--- src/rtl/dram_dec_pkg.sv ---
// Shared types and constants for the DRAM row/word-line decoder.
// The command scheduler imports the same default widths.
package dram_dec_pkg;

   localparam int DEF_ADDR_W   = 3;
   localparam int DEF_HOLD_CYC = 1;
   localparam int MAX_ADDR_W   = 8;
   localparam int MAX_OUT_W    = 2 ** MAX_ADDR_W;

   typedef enum logic {
      IDLE    = 1'b0,
      REFRESH = 1'b1
   } state_e;

   // Reference one-hot pattern at the widest legal size; callers zero-extend to compare.
   function automatic logic [MAX_OUT_W-1:0] onehot_f(input logic [MAX_ADDR_W-1:0] idx);
      onehot_f      = '0;
      onehot_f[idx] = 1'b1;
   endfunction

endpackage

--- src/rtl/dram_onehot_dec.sv ---
// Combinational ADDR_W-to-2**ADDR_W one-hot decoder feeding the row-select register.
module dram_onehot_dec
   import dram_dec_pkg::*;
#(
   parameter int ADDR_W = DEF_ADDR_W
) (
   input  logic [ADDR_W-1:0]      addr_i,
   output logic [(2**ADDR_W)-1:0] onehot_o
);

   // One output line per address value.
   always_comb begin
      onehot_o = '0;
      for (int i = 0; i < 2 ** ADDR_W; i++) begin
         onehot_o[i] = (addr_i == ADDR_W'(i));
      end
   end

endmodule

--- src/rtl/dram_row_decoder.sv ---
// Registered one-hot row decoder serving on-demand requests and a refresh sweep.
// Optional sticky one-hot integrity flag enabled by DRAM_ROW_DEC_ONEHOT_CHK_EN.
module dram_row_decoder
   import dram_dec_pkg::*;
#(
   parameter int ADDR_W   = DEF_ADDR_W,
   parameter int HOLD_CYC = DEF_HOLD_CYC
) (
   input  logic                     clk,
   input  logic                     rst,
   input  logic                     req_valid,
   input  logic [ADDR_W-1:0]        req_addr,
   output logic                     req_ready,
   input  logic                     ref_start,
   output logic                     ref_busy,
   output logic                     ref_done,
   output logic [(2**ADDR_W)-1:0]   sel,
   output logic [ADDR_W-1:0]        sel_idx,
   output logic                     sel_valid
`ifdef DRAM_ROW_DEC_ONEHOT_CHK_EN
   ,output logic                    onehot_err
`endif
);

   localparam int OUT_W = 2 ** ADDR_W;
   localparam int HW    = $clog2(HOLD_CYC + 1);

   state_e            state_q;
   logic [ADDR_W-1:0] row_q;
   logic [HW-1:0]     hold_q;
   logic [OUT_W-1:0]  sel_q;
   logic [ADDR_W-1:0] sel_idx_q;
   logic              sel_valid_q;
   logic              busy_q;
   logic              done_q;

   logic [ADDR_W-1:0] dec_addr;
   logic [OUT_W-1:0]  sel_d;
   logic              hold_last;
   logic              row_last;

   // Terminal detection compares against the maximum so counters never wrap mid-row.
   assign hold_last = (hold_q == HW'(HOLD_CYC - 1));
   assign row_last  = (row_q == ADDR_W'(OUT_W - 1));

   // Refresh has priority: a pending request waits while a sweep starts or runs.
   assign req_ready = (state_q == IDLE) && !ref_start;

   // Single decoder: its address comes from the requester or the next sweep row.
   always_comb begin
      dec_addr = req_addr;
      if (state_q == REFRESH) begin
         dec_addr = hold_last ? row_q + ADDR_W'(1) : row_q;
      end else if (ref_start) begin
         dec_addr = '0;
      end
   end

   dram_onehot_dec #(
      .ADDR_W   (ADDR_W)
   ) u_dec (
      .addr_i   (dec_addr),
      .onehot_o (sel_d)
   );

   // Control FSM with registered select outputs.
   always_ff @(posedge clk) begin
      if (rst) begin
         state_q     <= IDLE;
         row_q       <= '0;
         hold_q      <= '0;
         sel_q       <= '0;
         sel_idx_q   <= '0;
         sel_valid_q <= 1'b0;
         busy_q      <= 1'b0;
         done_q      <= 1'b0;
      end else begin
         done_q <= 1'b0;
         if (state_q == IDLE) begin
            if (ref_start) begin
               state_q     <= REFRESH;
               row_q       <= '0;
               hold_q      <= '0;
               sel_q       <= sel_d;
               sel_idx_q   <= dec_addr;
               sel_valid_q <= 1'b1;
               busy_q      <= 1'b1;
            end else if (req_valid) begin
               sel_q       <= sel_d;
               sel_idx_q   <= dec_addr;
               sel_valid_q <= 1'b1;
            end else begin
               sel_q       <= '0;
               sel_idx_q   <= '0;
               sel_valid_q <= 1'b0;
            end
         end else begin
            if (hold_last) begin
               hold_q <= '0;
               if (row_last) begin
                  state_q     <= IDLE;
                  row_q       <= '0;
                  sel_q       <= '0;
                  sel_idx_q   <= '0;
                  sel_valid_q <= 1'b0;
                  busy_q      <= 1'b0;
                  done_q      <= 1'b1;
               end else begin
                  row_q     <= row_q + ADDR_W'(1);
                  sel_q     <= sel_d;
                  sel_idx_q <= dec_addr;
               end
            end else begin
               hold_q <= hold_q + HW'(1);
            end
         end
      end
   end

   assign sel       = sel_q;
   assign sel_idx   = sel_idx_q;
   assign sel_valid = sel_valid_q;
   assign ref_busy  = busy_q;
   assign ref_done  = done_q;

`ifdef DRAM_ROW_DEC_ONEHOT_CHK_EN
   logic err_q;

   // Sticky flag: a valid select that is not exactly the one-hot of its index.
   always_ff @(posedge clk) begin
      if (rst) begin
         err_q <= 1'b0;
      end else if (sel_valid_q &&
                   (MAX_OUT_W'(sel_q) != onehot_f(MAX_ADDR_W'(sel_idx_q)))) begin
         err_q <= 1'b1;
      end
   end

   assign onehot_err = err_q;
`endif

endmodule

--- config.mk ---
export PLATFORM = sky130hd
export DESIGN_NAME = dram_row_decoder
export DESIGN_NICKNAME = d
export VERILOG_FILES = /design/src/rtl/dram_dec_pkg.sv /design/src/rtl/dram_onehot_dec.sv /design/src/rtl/dram_row_decoder.sv
export SDC_FILE = /design/constraint.sdc
export NUM_CORES = 1
export LEC_CHECK = 0
export CORE_ASPECT_RATIO = 1.25
export CORE_MARGIN = 2
export CORE_UTILIZATION = 39
export DETAILED_ROUTE_END_ITERATION = 12
export PLACE_DENSITY_LB_ADDON = 0.2
export SLEW_MARGIN = 20
export SYNTH_ARGS = -nofsm -noshare
export SYNTH_HDL_FRONTEND = slang
export SYNTH_SLANG_ARGS = --single-unit
export TNS_END_PERCENT = 1
--- constraint.sdc ---
create_clock -name clk -period 1.7 [get_ports clk]
set_clock_uncertainty 0.2 [all_clocks]
set_input_delay 0.34 -clock clk [delete_from_list [all_inputs] [get_ports clk]]
set_output_delay 0.34 -clock clk [all_outputs]
set_load 0.03 [all_outputs]
# Word level (Yosys, flattened, before mapping)
# Cells that the tools add are included.
[classes] n_addsub=2 n_eq_ne=10 muxes=32 bitwise=1 n_reduce_logical=8
[ops] operator="2-to-1 mux 8 bit" n=5
[ops] operator="2-to-1 mux 3 bit" n=12
[ops] operator="== test 3 bit, second input constant" n=5
[ops] operator="2-to-1 mux 1 bit" n=15
[ops] operator="== test 3 x 2 -> 1 bit, second input constant" n=2
[ops] operator="AND reduction 2 bit" n=2
[ops] operator="adder 3 x 1 -> 3 bit, second input constant" n=1
[ops] operator="== test 3 x 1 -> 1 bit, second input constant" n=1
[ops] operator="zero test 3 bit" n=1
[ops] operator="AND reduction 3 bit" n=1
[ops] operator="OR reduction 3 bit" n=1
[ops] operator="inequality test 2 x 1 -> 1 bit, second input constant" n=1
[ops] operator="inequality test 2 bit, second input constant" n=1
[ops] operator="nonzero test 2 bit" n=1
[ops] operator="adder 1 bit, second input constant" n=1
[ops] operator="logical AND 1 bit" n=1
[ops] operator="zero test 1 bit" n=1
[ops] operator="inverter 1 bit" n=1
[word_totals] ff_bits=19 input_bits=7 word_cells=61

# Logic depth before layout (Yosys ltp)
# Gate-level depths: netlist of the first run.
[depth] depth_word=7 depth_mapped=5 depth_no_buf=5

# Cells and area by module
# From an unflattened synthesis of the first run, not the netlist that was laid out.
[hier_totals] cells_unflattened=75 area_unflattened_um2=777.0
[by_module_without_submodules] module="dram_row_decoder" n_inst=1 cells_per_inst=67 area_per_inst_um2=711.9 seq_area_each_um2=360.3
[by_module_without_submodules] module="dram_onehot_dec" n_inst=1 cells_per_inst=8 area_per_inst_um2=65.1 seq_area_each_um2=0.0

# Worst setup path after synthesis of the first run
# No wires, ideal clock.
[synth_timing] path_type="flip-flop to flip-flop" startpoint="register row_q[0]" endpoint="register sel_q[3] (netlist: sel[3])" setup_time_ps=80 t_arrival_ps=1366 slack_ps=54 stages_incl_launch_ff=6 n_path_buf=0 path_cell_list="dfxtp_1 > ha_1 > ha_1 > nor2b_1 > a21oi_1 > nor3b_1"
[synth_rtl] item="start: declaration" line_no="dram_row_decoder.sv:29" source="logic [ADDR_W-1:0] row_q;"
[synth_rtl] item="start signal: assignment" line_no="dram_row_decoder.sv:109" source="row_q <= row_q + ADDR_W'(1);"
[synth_rtl] item="== test 3 bit" line_no="dram_row_decoder.sv:44" source="assign row_last = (row_q == ADDR_W'(OUT_W - 1));"
[synth_rtl] item="net row_last" line_no="dram_row_decoder.sv:40" source="logic row_last;"
[synth_rtl] item="2-to-1 mux 8 bit" line_no="dram_row_decoder.sv:100" source="if (row_last) begin"
[synth_rtl] item="2-to-1 mux 8 bit" line_no="dram_row_decoder.sv:98" source="if (hold_last) begin"
[synth_rtl] item="2-to-1 mux 8 bit" line_no="dram_row_decoder.sv:79" source="if (state_q == IDLE) begin"
[synth_rtl] item="end signal: assignment" line_no="dram_row_decoder.sv:84" source="sel_q <= sel_d;"
[synth_rtl] item="end signal: assignment" line_no="dram_row_decoder.sv:89" source="sel_q <= sel_d;"
[synth_rtl] item="end signal: assignment" line_no="dram_row_decoder.sv:110" source="sel_q <= sel_d;"
[synth_rtl] item="end: declaration" line_no="dram_row_decoder.sv:31" source="logic [OUT_W-1:0] sel_q;"
# The timed path passes the listed nets, and every way through them passes these cells. The select of a mux whose other input is x is not followed.
# A chain may end at the register's enable or synchronous reset.

# Final worst setup path of the first run
[layout_timing] startpoint="register state_q" endpoint="output req_ready"
[layout_via] elab_chain_len=2
[layout_lines] item="start: declaration" line_no="dram_row_decoder.sv:28" source="state_e state_q;"
[layout_lines] item="start signal: assignment" line_no="dram_row_decoder.sv:69" source="state_q <= IDLE;"
[layout_lines] item="start signal: assignment" line_no="dram_row_decoder.sv:81" source="state_q <= REFRESH;"
[layout_lines] item="start signal: assignment" line_no="dram_row_decoder.sv:101" source="state_q <= IDLE;"
[layout_lines] item="inverter 1 bit (no line)"
[layout_lines] item="logical AND 1 bit" line_no="dram_row_decoder.sv:47" source="assign req_ready = (state_q == IDLE) && !ref_start;"
[layout_lines] item="end: declaration" line_no="dram_row_decoder.sv:13" source="output logic req_ready,"
# No other way between the ends.

==> impl_metrics.toml, run 1 <==
[run_status]
status = "finished, final reports clean"

[grt]
grt_max_degree = 14
grt.total_usage_pct = 15.2
grt_antenna_before_repair = 0
grt_pass1_vias = 542
overflow = 0
grt_pass1_wl_um = 2400

[worst_setup_path]
timing.rr.start = "row_q[0]"
path_cells = "nor2_4 > buf_4"
cp_data_required_time_ns = 1.16
slowest_delay_ns = 0.41
end_kind = "output port"
critPathArrivalTime_ns = 1.11
startpoint = "state_q"
critPathTopFamily = "flip-flops"
cp_slowest_cell = "dfxtp_2"
path_class = "register to output port"
start_kind = "register"
cp_num_buf_inv = 1
worstPathMaxFanout = 13

[clock_tree]
clock_latency_ns = 0.30
clkSinkCount = 18
cts_buffer_depth = 2
cts_hold_buf = 0
cts_max_level = 1
cts_setup_buffers = 0
cts_inserted_buffers = 3
clk_pin_slew_ns = 0.10
cts_root_buf = "clkbuf_4"
cts_tree = "done"

[sta]
fmax_mhz = 607
finalMaxSlewViolations = 0
max-slew-margin-rel_pct = 72.9
final.min_clock_period_ns = 1.65
tightest_slew_ns = 0.405
min_period_over_period_pct = 96.8
finalSetupViolCount = 0
setup-tns-final_ns = 0
finalHoldViolCount = 0
grt_setup_unrepaired = "false"

[power_and_ir_drop]
p_clk_share_pct = 30.1
power.switching_mw = 0.232
p_leak_nw = 0.462
power_frac_seq_pct = 51.9
powerDensity_nw_per_um2 = 853
swShare_pct = 26.6
intPower_mw = 0.640
vdd_ir_drop_max_v = 0.000453
pwr-share-comb_pct = 18.0

[synth]
async_flop_share_pct = 0
yosysMostFrequentCell = "dfxtp_1"
ys.flop_type = "dfxtp_1"
synth_common_cells = "dfxtp_1 (18), nor2_1 (10), nor3_1 (8)"
synthesis.area_sq_um = 696
synth.distinct_cells = 24
synth_cells = 69
synth_edf_count = 0
yosys-top-cells-area = "dfxtp_1 (52%), nor3_1 (5.8%), ha_1 (5.4%)"
synth_warnings = 0
synth_nets = 79
synth_seq_area_share_pct = 51.8
ys_ff_latch = 18
synth_top_area_share_pct = 51.8
syn_area_per_cell_sq_um = 10.1
synth_area_leader_cell = "dfxtp_1"

[finish]
nFillCells = 161
stdcell_count = 119
final-seq-area_sq_um = 362
syn_to_final_growth_pct = 46.9
finalNetCount = 111
multiInputGateArea_sq_um = 344
drive_gt1_share_pct = 23.0
num_antenna_cells = 0

[run]
drv_cap = 0

[placement]
place_inst = 115
place.gp.congestion = 0.822
io_buffers = 21
dp_hpwl_um = 1100

[floorplan]
design.core.area_sq_um = 1720
die_h_um = 51.2
io-pin-count = 22
die_x_um = 41.8
dieArea_sq_um = 2140
start_util_pct = 40.4
fp-row-count = 17

[routing]
dr.pass1.iters = 4
initialDrtViolationCount = 7
detail-route-antenna-nets = 0
num_vias = 602
drt-total-wl_um = 1430
drc = 0
routedWlPerCell_um = 12.0
vias_per_cell = 5.06

[worst_hold_path]
min_path_type = "register to register"
hp-start = "sel_valid"
power by group through the flow:
stage	Clock (mW)	Sequential [mW]	Combinational (mW)
6_report	0.263	0.453	0.157
5_1_grt	0.290	0.455	0.171
4_1_cts	0.273	0.452	0.154
3_5_place_dp	0	0.461	0.162
3_3_place_gp	0	0.461	0.161
2_1_floorplan	0	0.483	0.0684
cells in the final DEF (no fill, tap or decap):
cell	n
a21oi_1	3
a22o_1	1
a22oi_1	3
a22oi_2	1
a31oi_1	1
a32oi_2	1
and4bb_2	1
buf_4	9
clkbuf_4	3
clkbuf_8	1
clkdlybuf4s50_1	5
dfxtp_1	17
dfxtp_2	1
dlygate4sd2_1	15
ha_1	2
ha_4	1
inv_1	2
mux2i_1	1
nand2_1	2
nand2b_1	2
nor2_1	10
nor2_4	1
nor2b_1	1
nor2b_2	1
nor3_1	8
nor3b_1	2
nor3b_2	1
o21ai_0	1
o21bai_1	1
o2bb2ai_2	1
or3_4	1
final cells by class:
class                   count  area share [%]
clock buffers               4            3.55
well taps                  19            2.33
inverters                   2           0.734
multi-input cells          47            33.7
flip-flops and latches     18            35.4
repair buffers             29            24.4
worst register-to-register path, stage by stage (launching register included):
cell,delay [ns]
dfxtp_1,0.39
ha_1,0.23
ha_4,0.16
nor2b_2,0.04
buf_4,0.15
a32oi_2,0.26
nor3b_2,0.09
per-stage QoR:
step | util (%) | area, sq um | hold slack (ns) | power [mW] | setup slack (ns)
2_1_floorplan | - | 696 | 0.283 | 0.551 | 0.0545
3_3_place_gp | 56.4 | 972 | 0.296 | 0.622 | -0.181
3_5_place_dp | 56.4 | 972 | 0.306 | 0.623 | -0.209
4_1_cts | 57.8 | 996 | 0.322 | 0.879 | 0.0430
5_1_grt | 59.3 | 1020 | 0.350 | 0.917 | 0.00538
6_report | 59.3 | 1020 | 0.321 | 0.872 | 0.0538
what timing repair did:
action,in CTS,in global routing
resized for setup,17,4
pin swaps,0,1
endpoints found under the setup margin,15,7
final timing paths:
kind	cells past startpoint	slack, ns	to
worst max-delay path	2	0.05	req_ready
worst min-delay path	2	0.32	sel_valid
worst max register to register	6	0.08	sel[7]
worst min register to register	2	0.32	sel_valid
routing by layer:
metal | up-vias | GRT usage [%] | share of wire [%]
li1 | 307 | - | -
met1 | 275 | 18.7 | 44
met2 | 16 | 24.5 | 49
met3 | 4 | 3.53 | 4.2
met4 | 0 | 8.06 | 2.6
met5 | - | 0 | 0
cell families after synthesis:
group	count (synthesis)	share of synthesized area, %
and+or+nand+nor	30	24.1
AOI/OAI and AO/OA	13	14.0
DFF	18	51.8
buffers and inverters	4	3.24
muxes	1	1.44
adders and majority gates	3	5.40
flip-flops by register name, indices dropped and copies added, names as in the netlist:
name and flops:
sel 8, ref_done 1, ref_busy 1, state_q 1, sel_valid 1, row_q 3, sel_idx 3
Power figures use the tool's default switching activity.
==> inputs of run 2 (changes only) <==
==> constraint.sdc (replaced) <==
create_clock -name clk -period 1.7 [get_ports clk]
set_clock_uncertainty 0.2 [all_clocks]
set_input_delay 0.34 -clock clk [delete_from_list [all_inputs] [get_ports clk]]
set_output_delay 0.34 -clock clk [all_outputs]
set_load 0.1 [all_outputs]
==> run 2 against run 1 <==
Against the previous run: die area unchanged; count of clock-buffer cells in the layout shrank 1; highest routed layer unchanged; clock power is 19% lower; cell area rose by 17%.
==> impl_metrics.toml, run 2 (synthesized netlist as in run 1, its figures left out) <==
[run_status]
status = "finished, final reports clean"

[sta]
final.min_clock_period_ns = 1.62
whs_ns = 0.355
fmax_mhz = 617
finalHoldViolCount = 0
tightest_slew_ns = 0.447
max-slew-margin-rel_pct = 70.1
worst_slack_ns = 0.0782
finalSetupViolCount = 0
min_period_over_period_pct = 95.4
setup-tns-final_ns = 0
finalMaxSlewViolations = 0

[finish]
num_antenna_cells = 0
fin_area_sq_um = 1190
drive_gt1_share_pct = 36.3
largest_reg_flops = 8
stdcell_count = 121
mostFrequentLayoutCell = "dfxtp_1"
final_cell_mix = "dfxtp_1 (17), buf_12 (15), buf_4 (11)"
syn_to_final_growth_pct = 71.2
finalNetCount = 114
postLayoutCoreUtil_pct = 69.1

[grt]
overflow = 0
grt.total_usage_pct = 16.8
grt_pass1_wl_um = 2680
grt_max_degree = 12
grt_pass1_vias = 651
grt_antenna_before_repair = 0

[placement]
dp_hpwl_um = 1260
place_inst = 117
place.gp.congestion = 0.848
dp_slack_ns = -0.212
io_buffers = 21
placed_area_sq_um = 1140

[worst_setup_path]
end_kind = "register"
critPathArrivalTime_ns = 1.60
worstPathMaxFanout = 5
start_kind = "register"
timing.rr.start = "row_q[0]"
r2r_slack_ns = 0.08
r2r_end = "sel[7]"
path_class = "register to register"
cp_data_required_time_ns = 1.68
worstRegToRegCells = 6

[clock_tree]
cts_hold_buf = 0
cts_max_level = 1
cts_tree = "done"
cts_inserted_buffers = 3
clkSinkCount = 18
clock_latency_ns = 0.30
cts_root_buf = "clkbuf_4"
cts_buffer_depth = 2
clk_pin_slew_ns = 0.09

[floorplan]
fp-row-count = 17
design.core.area_sq_um = 1720
die_x_um = 41.8
dieArea_sq_um = 2140
io-pin-count = 22
die_h_um = 51.2
start_util_pct = 40.4

[routing]
detail-route-antenna-nets = 0
drt-total-wl_um = 1590
dr.pass1.iters = 4
routedWlPerCell_um = 13.1
drc = 0
initialDrtViolationCount = 10
vias_per_cell = 5.22
num_vias = 632

[power_and_ir_drop]
powerDensity_nw_per_um2 = 807
power_mw = 0.962
vdd_ir_drop_max_v = 0.000691
p_leak_nw = 0.478

[worst_hold_path]
min_path_type = "register to register"
hp-start = "row_q[1]"
hold_depth = 2
hold_path_end = "row_q[1]"

[run]
drv_cap = 0
==> run 2: layout make-up <==
type,instances,area [sq um]
inverters,2,7.51
well taps,19,23.8
flip-flops and latches,18,362
multi-input cells,47,334
repair buffers,32,442
clock buffers,3,22.5
fillers,125,532
==> run 2: how the worst max path moves through the flow <==
stage / cells past startpoint / slack, ns / to / startpoint
global route: 6 / -0.002 / sel[7] / row_q[0]
detailed placement: 4 / -0.21 / sel[6] / ref_start
floorplan: 4 / -0.0002 / sel[7] / state_q
finish: 6 / 0.08 / sel[7] / row_q[0]
global placement: 4 / -0.15 / sel[6] / ref_start
CTS: 6 / 0.01 / sel[7] / row_q[0]
==> run 2: power by group <==
part	internal [mW]	total, mW	switching (mW)
combinational	0.117	0.290	0.173
sequential	0.440	0.459	0.0196
clock	0.0829	0.212	0.130
==> run 2: worst max-delay path, stage by stage, from the launching register on <==
cell	delay, ns
dfxtp_1	0.38
ha_1	0.20
ha_2	0.20
nor2b_2	0.05
buf_4	0.16
a32oi_4	0.23
nor3b_2	0.08
==> run 2: metal layers <==
metal  track usage [%]  share of wire [%]  up-vias
met1              17.8                 38      301
met3              2.47                4.0        5
met5                 0                  0        -
met4              14.5                3.3        0
met2              28.9                 55       16
li1                  -                  -      310
==> run 2: timing repair <==
action,4_1_cts,5_1_grt
gates resized for setup,2,3
pin swaps,1,1
setup buffers,1,0
endpoints found under the setup margin,2,6
